$ cat src/rtl/mac_array.sv
// mac_array: LANES parallel multiply-accumulates over TAPS coefficients read from a packed ROM; optional MAC_SATURATE_EN.
// Latency: done pulses one cycle after the final tap is consumed, so an unstalled run takes TAPS+1 cycles.
// Backpressure: x_valid=0 stalls the run in place; x_shift marks each consumed sample.
module mac_array #(
  parameter int LANES         = 4,
  parameter int DATA_W        = 9,
  parameter int COEF_W        = 7,
  parameter int COEF_PER_WORD = 2,
  parameter int TAPS          = 32,
  parameter int ACC_W         = 18,
  parameter int SIGNED        = 0,
  localparam int AW = (TAPS / COEF_PER_WORD > 1) ? $clog2(TAPS / COEF_PER_WORD) : 1
) (
  input  logic                              clk,
  input  logic                              rst,
  input  logic                              start,
  input  logic [LANES*DATA_W-1:0]           x_data,
  input  logic                              x_valid,
  output logic                              x_shift,
  output logic [AW-1:0]                     rom_addr,
  input  logic [COEF_PER_WORD*COEF_W-1:0]   rom_data,
  output logic [LANES*ACC_W-1:0]            acc,
  output logic                              busy,
  output logic                              done,
  output logic [LANES-1:0]                  ovf
);

  localparam int PW = COEF_W + DATA_W;
  localparam int TW = $clog2(TAPS);

  typedef enum logic [1:0] {IDLE, RUN, DONE} state_t;

  state_t            state_q, state_d;
  logic [TW-1:0]     tap_q, tap_d;
  logic [ACC_W-1:0]  acc_q [LANES];
  logic [ACC_W-1:0]  acc_d [LANES];
  logic [ACC_W-1:0]  lane_next [LANES];
  logic [COEF_W-1:0] coef;
`ifdef MAC_SATURATE_EN
  logic [LANES-1:0]  lane_ovr;
  logic [LANES-1:0]  ovf_q, ovf_d;
`endif

  assign busy     = (state_q == RUN);
  assign done     = (state_q == DONE);
  assign x_shift  = busy && x_valid;
  assign rom_addr = AW'(int'(tap_q) / COEF_PER_WORD);
  assign coef     = rom_data[(int'(tap_q) % COEF_PER_WORD) * COEF_W +: COEF_W];

  for (genvar i = 0; i < LANES; i++) begin : g_lane
    logic [DATA_W-1:0] x_i;
    logic [ACC_W-1:0]  prod_ext;
    logic [ACC_W-1:0]  sum_w;

    assign x_i = x_data[i*DATA_W +: DATA_W];

    if (SIGNED != 0) begin : g_sgn
      logic signed [PW-1:0] prod_s;
      assign prod_s   = PW'($signed(coef)) * PW'($signed(x_i));
      assign prod_ext = ACC_W'(prod_s);
    end else begin : g_uns
      logic [PW-1:0] prod_u;
      assign prod_u   = PW'(coef) * PW'(x_i);
      assign prod_ext = ACC_W'(prod_u);
    end

    assign sum_w = acc_q[i] + prod_ext;

`ifdef MAC_SATURATE_EN
    // Overflow is judged per accumulate, so clamping stays exact across the run.
    logic [ACC_W-1:0] sat_v;
    if (SIGNED != 0) begin : g_sat_s
      assign lane_ovr[i] = (acc_q[i][ACC_W-1] == prod_ext[ACC_W-1]) &&
                           (sum_w[ACC_W-1] != acc_q[i][ACC_W-1]);
      assign sat_v = acc_q[i][ACC_W-1] ? {1'b1, {(ACC_W-1){1'b0}}} : {1'b0, {(ACC_W-1){1'b1}}};
    end else begin : g_sat_u
      assign lane_ovr[i] = (sum_w < acc_q[i]);
      assign sat_v       = '1;
    end
    assign lane_next[i] = lane_ovr[i] ? sat_v : sum_w;
`else
    assign lane_next[i] = sum_w;
`endif

    assign acc[i*ACC_W +: ACC_W] = acc_q[i];
  end

`ifdef MAC_SATURATE_EN
  assign ovf = ovf_q;
`else
  assign ovf = '0;
`endif

  always_comb begin
    state_d = state_q;
    tap_d   = tap_q;
    for (int l = 0; l < LANES; l++) acc_d[l] = acc_q[l];
`ifdef MAC_SATURATE_EN
    ovf_d = ovf_q;
`endif
    case (state_q)
      IDLE: begin
        if (start) begin
          state_d = RUN;
          tap_d   = '0;
          for (int l = 0; l < LANES; l++) acc_d[l] = '0;
`ifdef MAC_SATURATE_EN
          ovf_d = '0;
`endif
        end
      end
      RUN: begin
        if (x_valid) begin
          for (int l = 0; l < LANES; l++) acc_d[l] = lane_next[l];
`ifdef MAC_SATURATE_EN
          ovf_d = ovf_q | lane_ovr;
`endif
          // Counter parks on the last tap instead of wrapping.
          if (tap_q == TW'(TAPS - 1)) state_d = DONE;
          else                        tap_d   = tap_q + 1'b1;
        end
      end
      DONE:    state_d = IDLE;
      default: state_d = IDLE;
    endcase
  end

  always_ff @(posedge clk or posedge rst) begin
    if (rst) begin
      state_q <= IDLE;
      tap_q   <= '0;
      for (int l = 0; l < LANES; l++) acc_q[l] <= '0;
`ifdef MAC_SATURATE_EN
      ovf_q   <= '0;
`endif
    end else begin
      state_q <= state_d;
      tap_q   <= tap_d;
      for (int l = 0; l < LANES; l++) acc_q[l] <= acc_d[l];
`ifdef MAC_SATURATE_EN
      ovf_q   <= ovf_d;
`endif
    end
  end

endmodule

$ cat config.mk
export PLATFORM = sky130hd
export DESIGN_NAME = mac_array
export DESIGN_NICKNAME = d
export VERILOG_FILES = /design/src/rtl/mac_array.sv
export SDC_FILE = /design/constraint.sdc
export NUM_CORES = 1
export LEC_CHECK = 0
export BUFFER_PORTS_ARGS = -buffer_cell sky130_fd_sc_hd__buf_2
export CORE_UTILIZATION = 40
export CTS_CLUSTER_DIAMETER = 30
export CTS_CLUSTER_SIZE = 25
export DETAILED_ROUTE_END_ITERATION = 12
export PLACE_DENSITY_LB_ADDON = 0.12
export SYNTH_ARGS = -nofsm -noshare
export SYNTH_HDL_FRONTEND = slang
export SYNTH_SLANG_ARGS = --single-unit
$ cat constraint.sdc
create_clock -name clk -period 5.4 [get_ports clk]
set_clock_uncertainty 0.2 [all_clocks]
set_input_delay 0 -clock clk [delete_from_list [all_inputs] [get_ports clk]]
set_output_delay 0 -clock clk [all_outputs]
set_load 0.02 [all_outputs]
==> metrics.yaml, run 1 <==
outcome: "completed"
drt-pass1-iter-count: 5
seq_area_mm2: 0.00198
layout_setup_ws_ns: 0.157
cp_common_cell: "fa_1"
first_iter_violations: 385
insertion_delay_ns: 0.38
grt_pass1_wl_um: 55100
postSynth.asyncResetShare: 1.00
synth_area_mm2: 0.0133
area_delta_synth_final_pct: 17.1
grtUsageTotal: 0.209
preCtsSetupSlack_ns: -0.0315
cts.path.max_buffers: 2
cp_slowest_stage_delay_ns: 0.49
drv_cap: 0
drc: 0
cp.required_ns: 5.47
slew_headroom: 0.380
routed_via_density: 4.92
hold_violations: 0
setup_violations: 0
nets: 2065
numCtsBuffers: 9
synth_warnings: 0
critPathSlowestCell: "dfrtp_2"
htree_levels: 3
yosys_most_used_dff: "dfrtp_1"
ctsRootBufferMaster: "clkbuf_16"
rows: 66
ys_seq_area_frac: 0.149
regToRegSetupSlack_ns: 0.16
ys_types: 58
pin_count: 137
grt.overflow.total: 0
cts_sinks: 79
fin_crit_sh: 0.971
grt_max_degree: 54
core_area_mm2: 0.0326
place_area_mm2: 0.0147
crit_chain: "buf_4 > mux2_2 > buf_12 > and2_1 > fa_1 > fa_1 > fa_1 > inv_1 > fa_1 > inv_1 > ha_2 > and3_1 > a31oi_4 > a21oi_4 > a221oi_2 > xor2_1 > buf_4 > o311ai_4"
wl_per_cell_um: 16.0
hp-class: "in -> async"
startpoint_type: "flip-flop"
hpwlAfterDp_um: 26200
io_buffer_count: 132
gp_congestion: 0.882
critPathCaptureType: "flip-flop"
worst_pin_slew_ns: 0.930
crit_arrival_ns: 5.32
ant_nets: 0
postSynthCellCount: 1503
multi_input_area_mm2: 0.0103
timing.fmax_mhz: 191
synth_seq_cells: 79
crit_family: "adder cells"
crit_type: "reg -> reg"
period_needed_ns: 5.24
finalMaxSlewViolations: 0
cts_tree: "done"
clk_pin_slew_ns: 0.08
antenna_found_initial: 7
synth_edf_count: 0
crit_path_max_fanout: 30
fill_cells: 3233
die_x_um: 184
start_util: 0.408
design_area_mm2: 0.0156
grt_pass1_vias: 10600
cp_num_buf_inv: 5
rsz0062_at_grt: "true"
dieArea_mm2: 0.0340
die_h_um: 184
routed_wl_um: 33800
reg2regPathDepth: 18
drive_gt1_frac: 0.157
vias: 10400
avgSynthCellArea_um2: 8.86
path_depth: 18
[timing repair]
item	CTS	global route
gates resized for setup	3	64
buffers inserted	0	11
hold buffers	8	0
setup endpoints to repair	3	18
endpoints found under the hold margin	33	0
gates cloned	0	3
pin swaps	1	34
[cell usage after synthesis (5+ instances only)]
library cell,count,area (um^2)
nor2_1,26,97.6
fa_1,192,3840
inv_1,332,1250
xnor2_1,16,140
a21oi_1,32,160
o31ai_1,7,52.6
a31oi_1,9,56.3
mux2_2,7,78.8
o211ai_1,7,52.6
dfrtp_1,79,1980
nand2_1,168,631
and3_1,9,56.3
nand3_1,15,75.1
xor2_1,33,289
and2_1,162,1010
a21o_1,16,120
nor3_1,23,115
buf_2,5,25.0
o21ai_0,72,360
or3_1,6,37.5
buf_4,8,60.1
a211oi_1,7,52.6
clkbuf_1,34,128
nand2b_1,9,56.3
a22o_1,19,166
ha_1,162,2030
[worst paths after layout]
path                                       from                    to
max in group asynchronous                   rst  tap_q[0]$_DFFE_PP0P_
max                        tap_q[0]$_DFFE_PP0P_   acc[71]$_DFFE_PP0P_
min in group clk                     x_data[28]   acc[55]$_DFFE_PP0P_
max reg2reg                tap_q[0]$_DFFE_PP0P_   acc[71]$_DFFE_PP0P_
min                                         rst    acc[4]$_DFFE_PP0P_
min reg2reg                 acc[53]$_DFFE_PP0P_   acc[53]$_DFFE_PP0P_
[final cells by class]
| class | instances | share of cell area |
|---|---|---|
| multi-input combinational | 1047 | 0.658 |
| clock buffer | 9 | 0.0144 |
| timing repair buffer | 188 | 0.0809 |
| inverter | 332 | 0.0800 |
| sequential | 79 | 0.127 |
| antenna | 3 | 0.000482 |
| clock inverter | 7 | 0.00401 |
| tap | 442 | 0.0355 |
[layer usage]
| layer | vias up | routed length, um | GRT usage |
|---|---|---|---|
| li1 | 4996 | - | - |
| met1 | 5157 | 16300 | 0.293 |
| met2 | 184 | 15400 | 0.333 |
| met3 | 26 | 1620 | 0.0403 |
| met4 | 6 | 342 | 0.0407 |
| met5 | - | 40 | 0 |
[flip-flops by register name, summed over array words and instances, names as in the netlist]
register	cells
acc	72
state_q	2
tap_q	5
[placed cells by master (no fill, tap or decap), types with 26 or more instances in the layout]
master,netlist,final
buf_4,8,35
o21ai_0,72,63
inv_1,332,331
nand2_1,168,166
fa_1,192,191
a21oi_1,32,26
dfrtp_1,79,78
buf_2,5,132
and2_1,162,157
xor2_1,33,33
ha_1,162,146
nor2_1,26,26
[per-stage QoR]
stage	hold slack [ns]	util	std cells	setup TNS (ns)
4_1_cts	0.0267	0.461	2090	0
5_1_grt	0.0542	0.478	2104	-0.132
2_1_floorplan	-0.0402	-	1506	0
3_5_place_dp	-0.114	0.450	2066	-0.0315
6_report	0.0155	0.478	2107	0
3_3_place_gp	-0.112	0.450	2066	0
[kinds of logic after synthesis]
family	Yosys count	synth area share
AND/OR/NAND/NOR	431	0.163
buffers and inverters	380	0.110
multiplexers	8	0.00667
flip-flops	79	0.149
adder cells (fa/ha/maj)	354	0.441
AO/OA/AOI/OAI	201	0.0982
other	1	0.000282
XOR/XNOR	49	0.0322
[worst min-delay path, stage by stage]
cell	delay, ns
dlygate4sd3_1	0.54
buf_2	0.13
clkinv_2	0.39
Power of run 1 is not shown: default switching activity piles up to over one toggle a cycle in this logic, so the estimate is an artifact.
==> inputs of run 2 (changes only) <==
==> constraint.sdc (replaced) <==
create_clock -name clk -period 5.4 [get_ports clk]
set_clock_uncertainty 0.2 [all_clocks]
set_input_delay 0.27 -clock clk [delete_from_list [all_inputs] [get_ports clk]]
set_output_delay 0.27 -clock clk [all_outputs]
set_load 0.02 [all_outputs]
==> run 2 against run 1 <==
Compared with the run above:
- final cell count is 0.33% higher
- maximum frequency is 1.5% lower
- register-to-register slack worse by 0.08 ns
- routed wire length is 2.1% higher
- first-iteration DRC count is 11% higher
- sequential share of layout area is 0.14 points lower
==> metrics.yaml, run 2 (synthesized netlist as in run 1, its figures left out) <==
drc: 0  # unchanged
drv_cap: 0  # unchanged
cts_tree: "done"  # unchanged
largest_register_ffs: 72  # unchanged
die_h_um: 184  # unchanged
crit_arrival_ns: 5.38  # was 5.32 ns
drive_gt1_frac: 0.169  # was 0.157
cts_sinks: 79  # unchanged
grt_max_degree: 55  # was 54
slew_headroom: 0.263  # was 0.380
seq_area_mm2: 0.00198  # unchanged
vias: 10400  # about the same
cp.required_ns: 5.46  # was 5.47 ns
rows: 66  # unchanged
insertion_delay_ns: 0.39  # was 0.38 ns
final_common_cell: "inv_1"  # unchanged
drt-pass1-iter-count: 5  # unchanged
hold_violations: 0  # unchanged
start_util: 0.408  # unchanged
crit_path_max_fanout: 8  # was 30
crit_type: "reg -> reg"  # unchanged
layout_setup_ws_ns: 0.0749  # was 0.157 ns
grt.overflow.total: 0  # unchanged
routed_wl_um: 34500  # was 33,800 um
grt_pass1_vias: 10300  # was 10,600
hp-class: "in -> reg"  # was in -> async
finalMaxSlewViolations: 0  # unchanged
place_area_mm2: 0.0147  # about the same
worst_pin_slew_ns: 1.11  # was 0.930 ns
critPathCaptureType: "flip-flop"  # unchanged
final_cell_mix: "327 x inv_1, 192 x fa_1, 165 x nand2_1, 158 x and2_1, 146 x ha_1"  # was 331 x inv_1, 191 x fa_1, 166 x nand2_1, 157 x and2_1, 146 x ha_1
outcome: "completed"  # unchanged
fin_crit_sh: 0.986  # was 0.971
grt_pass1_wl_um: 54600  # was 55,100 um
setup_violations: 0  # unchanged
gp_congestion: 0.860  # was 0.882
dieArea_mm2: 0.0340  # unchanged
ant_nets: 0  # unchanged
numCtsBuffers: 9  # unchanged
wl_per_cell_um: 16.3  # was 16.0 um
antenna_found_initial: 6  # was 7
routed_via_density: 4.94  # was 4.92
fill_cells: 3183  # was 3,233
io_buffer_count: 132  # unchanged
cts.path.max_buffers: 2  # unchanged
pin_count: 137  # unchanged
hpwlAfterDp_um: 26300  # was 26,200 um
whs_ns: 0.233  # was 0.0155 ns
nets: 2071  # was 2,065
period_needed_ns: 5.33  # was 5.24 ns
design_area_mm2: 0.0158  # was 0.0156 mm^2
preCtsSetupSlack_ns: -0.0343  # was -0.0315 ns
multi_input_area_mm2: 0.0103  # about the same
core_area_mm2: 0.0326  # unchanged
die_x_um: 184  # unchanged
area_delta_synth_final_pct: 18.4  # was 17.1%
timing.fmax_mhz: 188  # was 191 MHz
finalSetupTns_ns: 0  # unchanged
grtUsageTotal: 0.208  # was 0.209
rsz0062_at_grt: "true"  # unchanged
first_iter_violations: 426  # was 385
startpoint_type: "flip-flop"  # unchanged
htree_levels: 3  # unchanged
ctsRootBufferMaster: "clkbuf_16"  # unchanged
clk_pin_slew_ns: 0.08  # about the same
-- run 2: changes by cell type in the layout (fill, tap and decap cells not counted), sizes merged --
cell         before  now
buf             177  187
dlygate4sd3       8    3
clkinvlp          3    0
clkinv            1    3
bufinv            0    1
clkbuf           12   13
diode             3    4
-- run 2: metal layers --
| metal | part of all wire | vias to the layer above | GRT usage | wire [um] |
|---|---|---|---|---|
| met5 | 0.00072 | - | 0 | 25 |
| met4 | 0.016 | 4 | 0.0567 | 537 |
| met3 | 0.045 | 34 | 0.0405 | 1570 |
| met2 | 0.45 | 181 | 0.320 | 15700 |
| met1 | 0.48 | 5206 | 0.297 | 16700 |
| li1 | - | 5024 | - | - |
-- run 2: critical path, stage by stage (launching register included) --
cell	delay, ns
dfrtp_2	0.50
buf_6	0.15
mux2_4	0.32
buf_6	0.14
clkbuf_16	0.14
and2_4	0.15
fa_1	0.50
fa_1	0.53
fa_1	0.55
inv_1	0.05
fa_1	0.49
inv_1	0.05
ha_2	0.36
nand3_1	0.10
o2111a_2	0.34
o31ai_4	0.26
a21oi_2	0.08
xor2_1	0.19
o21ai_1	0.09
-- run 2: cell type report --
type                    instances  area share
multi-input cells            1047       0.654
clock inverters                 7     0.00540
repair buffers                194      0.0862
diodes                          4    0.000635
inverters                     332      0.0791
flip-flops and latches         79       0.125
clock buffers                   9      0.0143
well taps                     442      0.0351
-- run 2: repair_timing --
item                                    in CTS  in global routing
gates cloned                                 0                  4
endpoints found under the setup margin       4                 19
setup buffers                                0                 23
gates resized for setup                      2                 93
hold buffers                                 3                  0
pin swaps                                    0                 58
endpoints found under the hold margin       28                  0
-- run 2: per-stage QoR --
| stage | cells | utilization |
|---|---|---|
| after global routing | 2111 | 0.483 |
| final | 2114 | 0.483 |
| after global placement | 2064 | 0.450 |
| after floorplan | 1506 | - |
| after CTS | 2083 | 0.460 |
| after detailed placement | 2064 | 0.450 |
-- run 2: path summary, 6_finish.rpt --
kind,slack [ns],start,to,cells after the start
setup / recovery,0.07,tap_q[0]$_DFFE_PP0P_,acc[15]$_DFFE_PP0P_,18
hold / removal,0.23,x_data[27],acc[54]$_DFFE_PP0P_,4
setup reg to reg,0.07,tap_q[0]$_DFFE_PP0P_,acc[15]$_DFFE_PP0P_,18
hold reg to reg,0.31,acc[40]$_DFFE_PP0P_,acc[40]$_DFFE_PP0P_,2
max in group asynchronous,3.55,rst,tap_q[0]$_DFFE_PP0P_,4
min in group asynchronous,0.25,rst,acc[24]$_DFFE_PP0P_,3
Power of run 2 is left out for the same reason.
==> inputs of run 3 (changes only) <==
PLACE_DENSITY_LB_ADDON = unset   (was 0.12)
==> run 3 against run 2 <==
Compared with the run above:
- routed wire length down 3.8%
- final cell count shrank 0.76%
- sequential share of layout area increased by 0.37 points
- critical endpoint is now acc[53]$_DFFE_PP0P_
- highest routed layer unchanged
- first-iteration DRC count is 16% higher
- sequential cell count did not move
- via count about the same
==> metrics.yaml, run 3 (synthesized netlist as in run 1, its figures left out) <==
crit_chain: "buf_6 > mux2_4 > buf_12 > and2_1 > fa_1 > fa_1 > fa_1 > inv_1 > fa_1 > inv_1 > ha_1 > a21oi_1 > o21ai_1 > a21oi_1 > o21ai_0 > o21a_1 > mux2i_1 > a41o_1 > a21o_1"  # was buf_6 > mux2_4 > buf_6 > clkbuf_16 > and2_4 > fa_1 > fa_1 > fa_1 > inv_1 > fa_1 > inv_1 > ha_2 > nand3_1 > o2111a_2 > o31ai_4 > a21oi_2 > xor2_1 > o21ai_1
drc: 0  # unchanged
ctsRootBufferMaster: "clkbuf_16"  # unchanged
grt_pass1_vias: 10700  # was 10,300
crit_arrival_ns: 5.31  # was 5.38 ns
finalMaxSlewViolations: 0  # unchanged
numCtsBuffers: 9  # unchanged
final_cells: 2098  # was 2,114
whs_ns: 0.0252  # was 0.233 ns
cts.path.max_buffers: 2  # unchanged
hold_start: "x_valid"  # was x_data[27]
antenna_found_initial: 5  # was 6
hpwlAfterDp_um: 25800  # was 26,300 um
drt-pass1-iter-count: 5  # unchanged
core_area_mm2: 0.0326  # unchanged
dieArea_mm2: 0.0340  # unchanged
timing.rr.end: "acc[53]$_DFFE_PP0P_"  # was acc[15]$_DFFE_PP0P_
hold_violations: 0  # unchanged
cts_sinks: 79  # unchanged
insertion_delay_ns: 0.37  # was 0.39 ns
routed_via_density: 4.98  # was 4.94
io_buffer_count: 132  # unchanged
start_util: 0.408  # unchanged
htree_levels: 3  # unchanged
wl_per_cell_um: 15.8  # was 16.3 um
nets: 2059  # was 2,071
largest_register_ffs: 72  # unchanged
final_cell_mix: "331 x inv_1, 191 x fa_1, 167 x nand2_1, 159 x and2_1, 154 x ha_1"  # was 327 x inv_1, 192 x fa_1, 165 x nand2_1, 158 x and2_1, 146 x ha_1
gp_congestion: 0.884  # was 0.860
period_needed_ns: 5.25  # was 5.33 ns
critPathCaptureType: "flip-flop"  # unchanged
cp_num_buf_inv: 4  # was 5
dp.cells: 2069  # was 2,064
grt_max_degree: 62  # was 55
area_delta_synth_final_pct: 15.0  # was 18.4%
routed_wl_um: 33200  # was 34,500 um
grt.overflow.total: 0  # unchanged
outcome: "completed"  # unchanged
pin_count: 137  # unchanged
cp_slowest_stage_delay_ns: 0.55  # about the same
cp_common_cell: "fa_1"  # unchanged
timing.fmax_mhz: 190  # was 188 MHz
fill_cells: 3237  # was 3,183
crit_family: "adder cells"  # unchanged
drive_gt1_frac: 0.148  # was 0.169
die_x_um: 184  # unchanged
setup_violations: 0  # unchanged
rows: 66  # unchanged
multi_input_area_mm2: 0.0101  # was 0.0103 mm^2
worst_pin_slew_ns: 0.767  # was 1.11 ns
whs_path_depth: 2  # was 4
cts_tree: "done"  # unchanged
die_h_um: 184  # unchanged
fin_crit_sh: 0.972  # was 0.986
cp.required_ns: 5.45  # was 5.46 ns
crit_path_max_fanout: 18  # was 8
clk_pin_slew_ns: 0.07  # was 0.08 ns
rr_startpoint: "tap_q[0]$_DFFE_PP0P_"  # unchanged
startpoint_type: "flip-flop"  # unchanged
drv_cap: 0  # unchanged
ant_nets: 0  # unchanged
critPathSlowestCell: "fa_1"  # unchanged
crit_type: "reg -> reg"  # unchanged
grtUsageTotal: 0.201  # was 0.208
reg2regPathDepth: 19  # was 18
slew_headroom: 0.489  # was 0.263
first_iter_violations: 496  # was 426
regToRegSetupSlack_ns: 0.15  # was 0.07 ns
final_common_cell: "inv_1"  # unchanged
vias: 10500  # was 10,400
hp-class: "in -> reg"  # unchanged
grt_pass1_wl_um: 53700  # was 54,600 um
seq_area_mm2: 0.00198  # unchanged
hold-path-endpoint: "state_q[1]$_DFFE_PP0P_"  # was acc[54]$_DFFE_PP0P_
run 3: cell types whose count changed in the layout (fill, tap and decap cells not counted), sizes merged:
| cell | previous run | this run |
|---|---|---|
| inv | 335 | 331 |
| diode | 4 | 1 |
| dlygate4sd3 | 3 | 1 |
| buf | 187 | 178 |
| mux2 | 7 | 9 |
run 3: how the worst max path moves through the flow:
stage,start,end,slack [ns],depth (start not counted)
after floorplan,tap_q[0]$_DFFE_PP0P_,acc[35]$_DFFE_PP0P_,0.03,21
after global placement,tap_q[0]$_DFFE_PP0P_,acc[35]$_DFFE_PP0P_,0.08,19
after detailed placement,tap_q[0]$_DFFE_PP0P_,acc[35]$_DFFE_PP0P_,-0.002,19
after CTS,tap_q[0]$_DFFE_PP0P_,acc[71]$_DFFE_PP0P_,0.03,18
after global routing,tap_q[0]$_DFFE_PP0P_,acc[53]$_DFFE_PP0P_,-0.01,19
final,tap_q[0]$_DFFE_PP0P_,acc[53]$_DFFE_PP0P_,0.15,19
run 3: through the flow:
stage	setup WS (ns)	util	cell area [um^2]	setup TNS, ns
finish	0.149	0.469	15300	0
global route	-0.0132	0.469	15300	-0.0352
CTS	0.0323	0.458	14900	0
detailed placement	-0.00234	0.449	14600	-0.00234
global placement	0.0818	0.449	14600	0
floorplan	0.0256	-	13300	0
run 3: layout make-up:
class                      instances  share of cell area
multi-input combinational       1049               0.663
tap                              442              0.0361
clock inverter                     3             0.00286
clock buffer                      12              0.0161
inverter                         332              0.0815
sequential                        79               0.129
antenna                            1            0.000163
timing repair buffer             180              0.0712
run 3: repair_timing:
| action | 4_1_cts | 5_1_grt |
|---|---|---|
| endpoints found under the hold margin | 32 | 0 |
| endpoints found under the setup margin | 5 | 22 |
| hold buffers | 1 | 0 |
| cloned | 0 | 3 |
| pin swaps | 0 | 20 |
| resized for setup | 1 | 56 |
| setup buffers | 0 | 9 |
run 3: metal layers:
metal,global-route usage,part of all wire
met2,0.334,0.48
met3,0.0324,0.053
met1,0.274,0.46
met5,0,0.0011
met4,0.0433,0.0095
Power of run 3 is left out for the same reason.
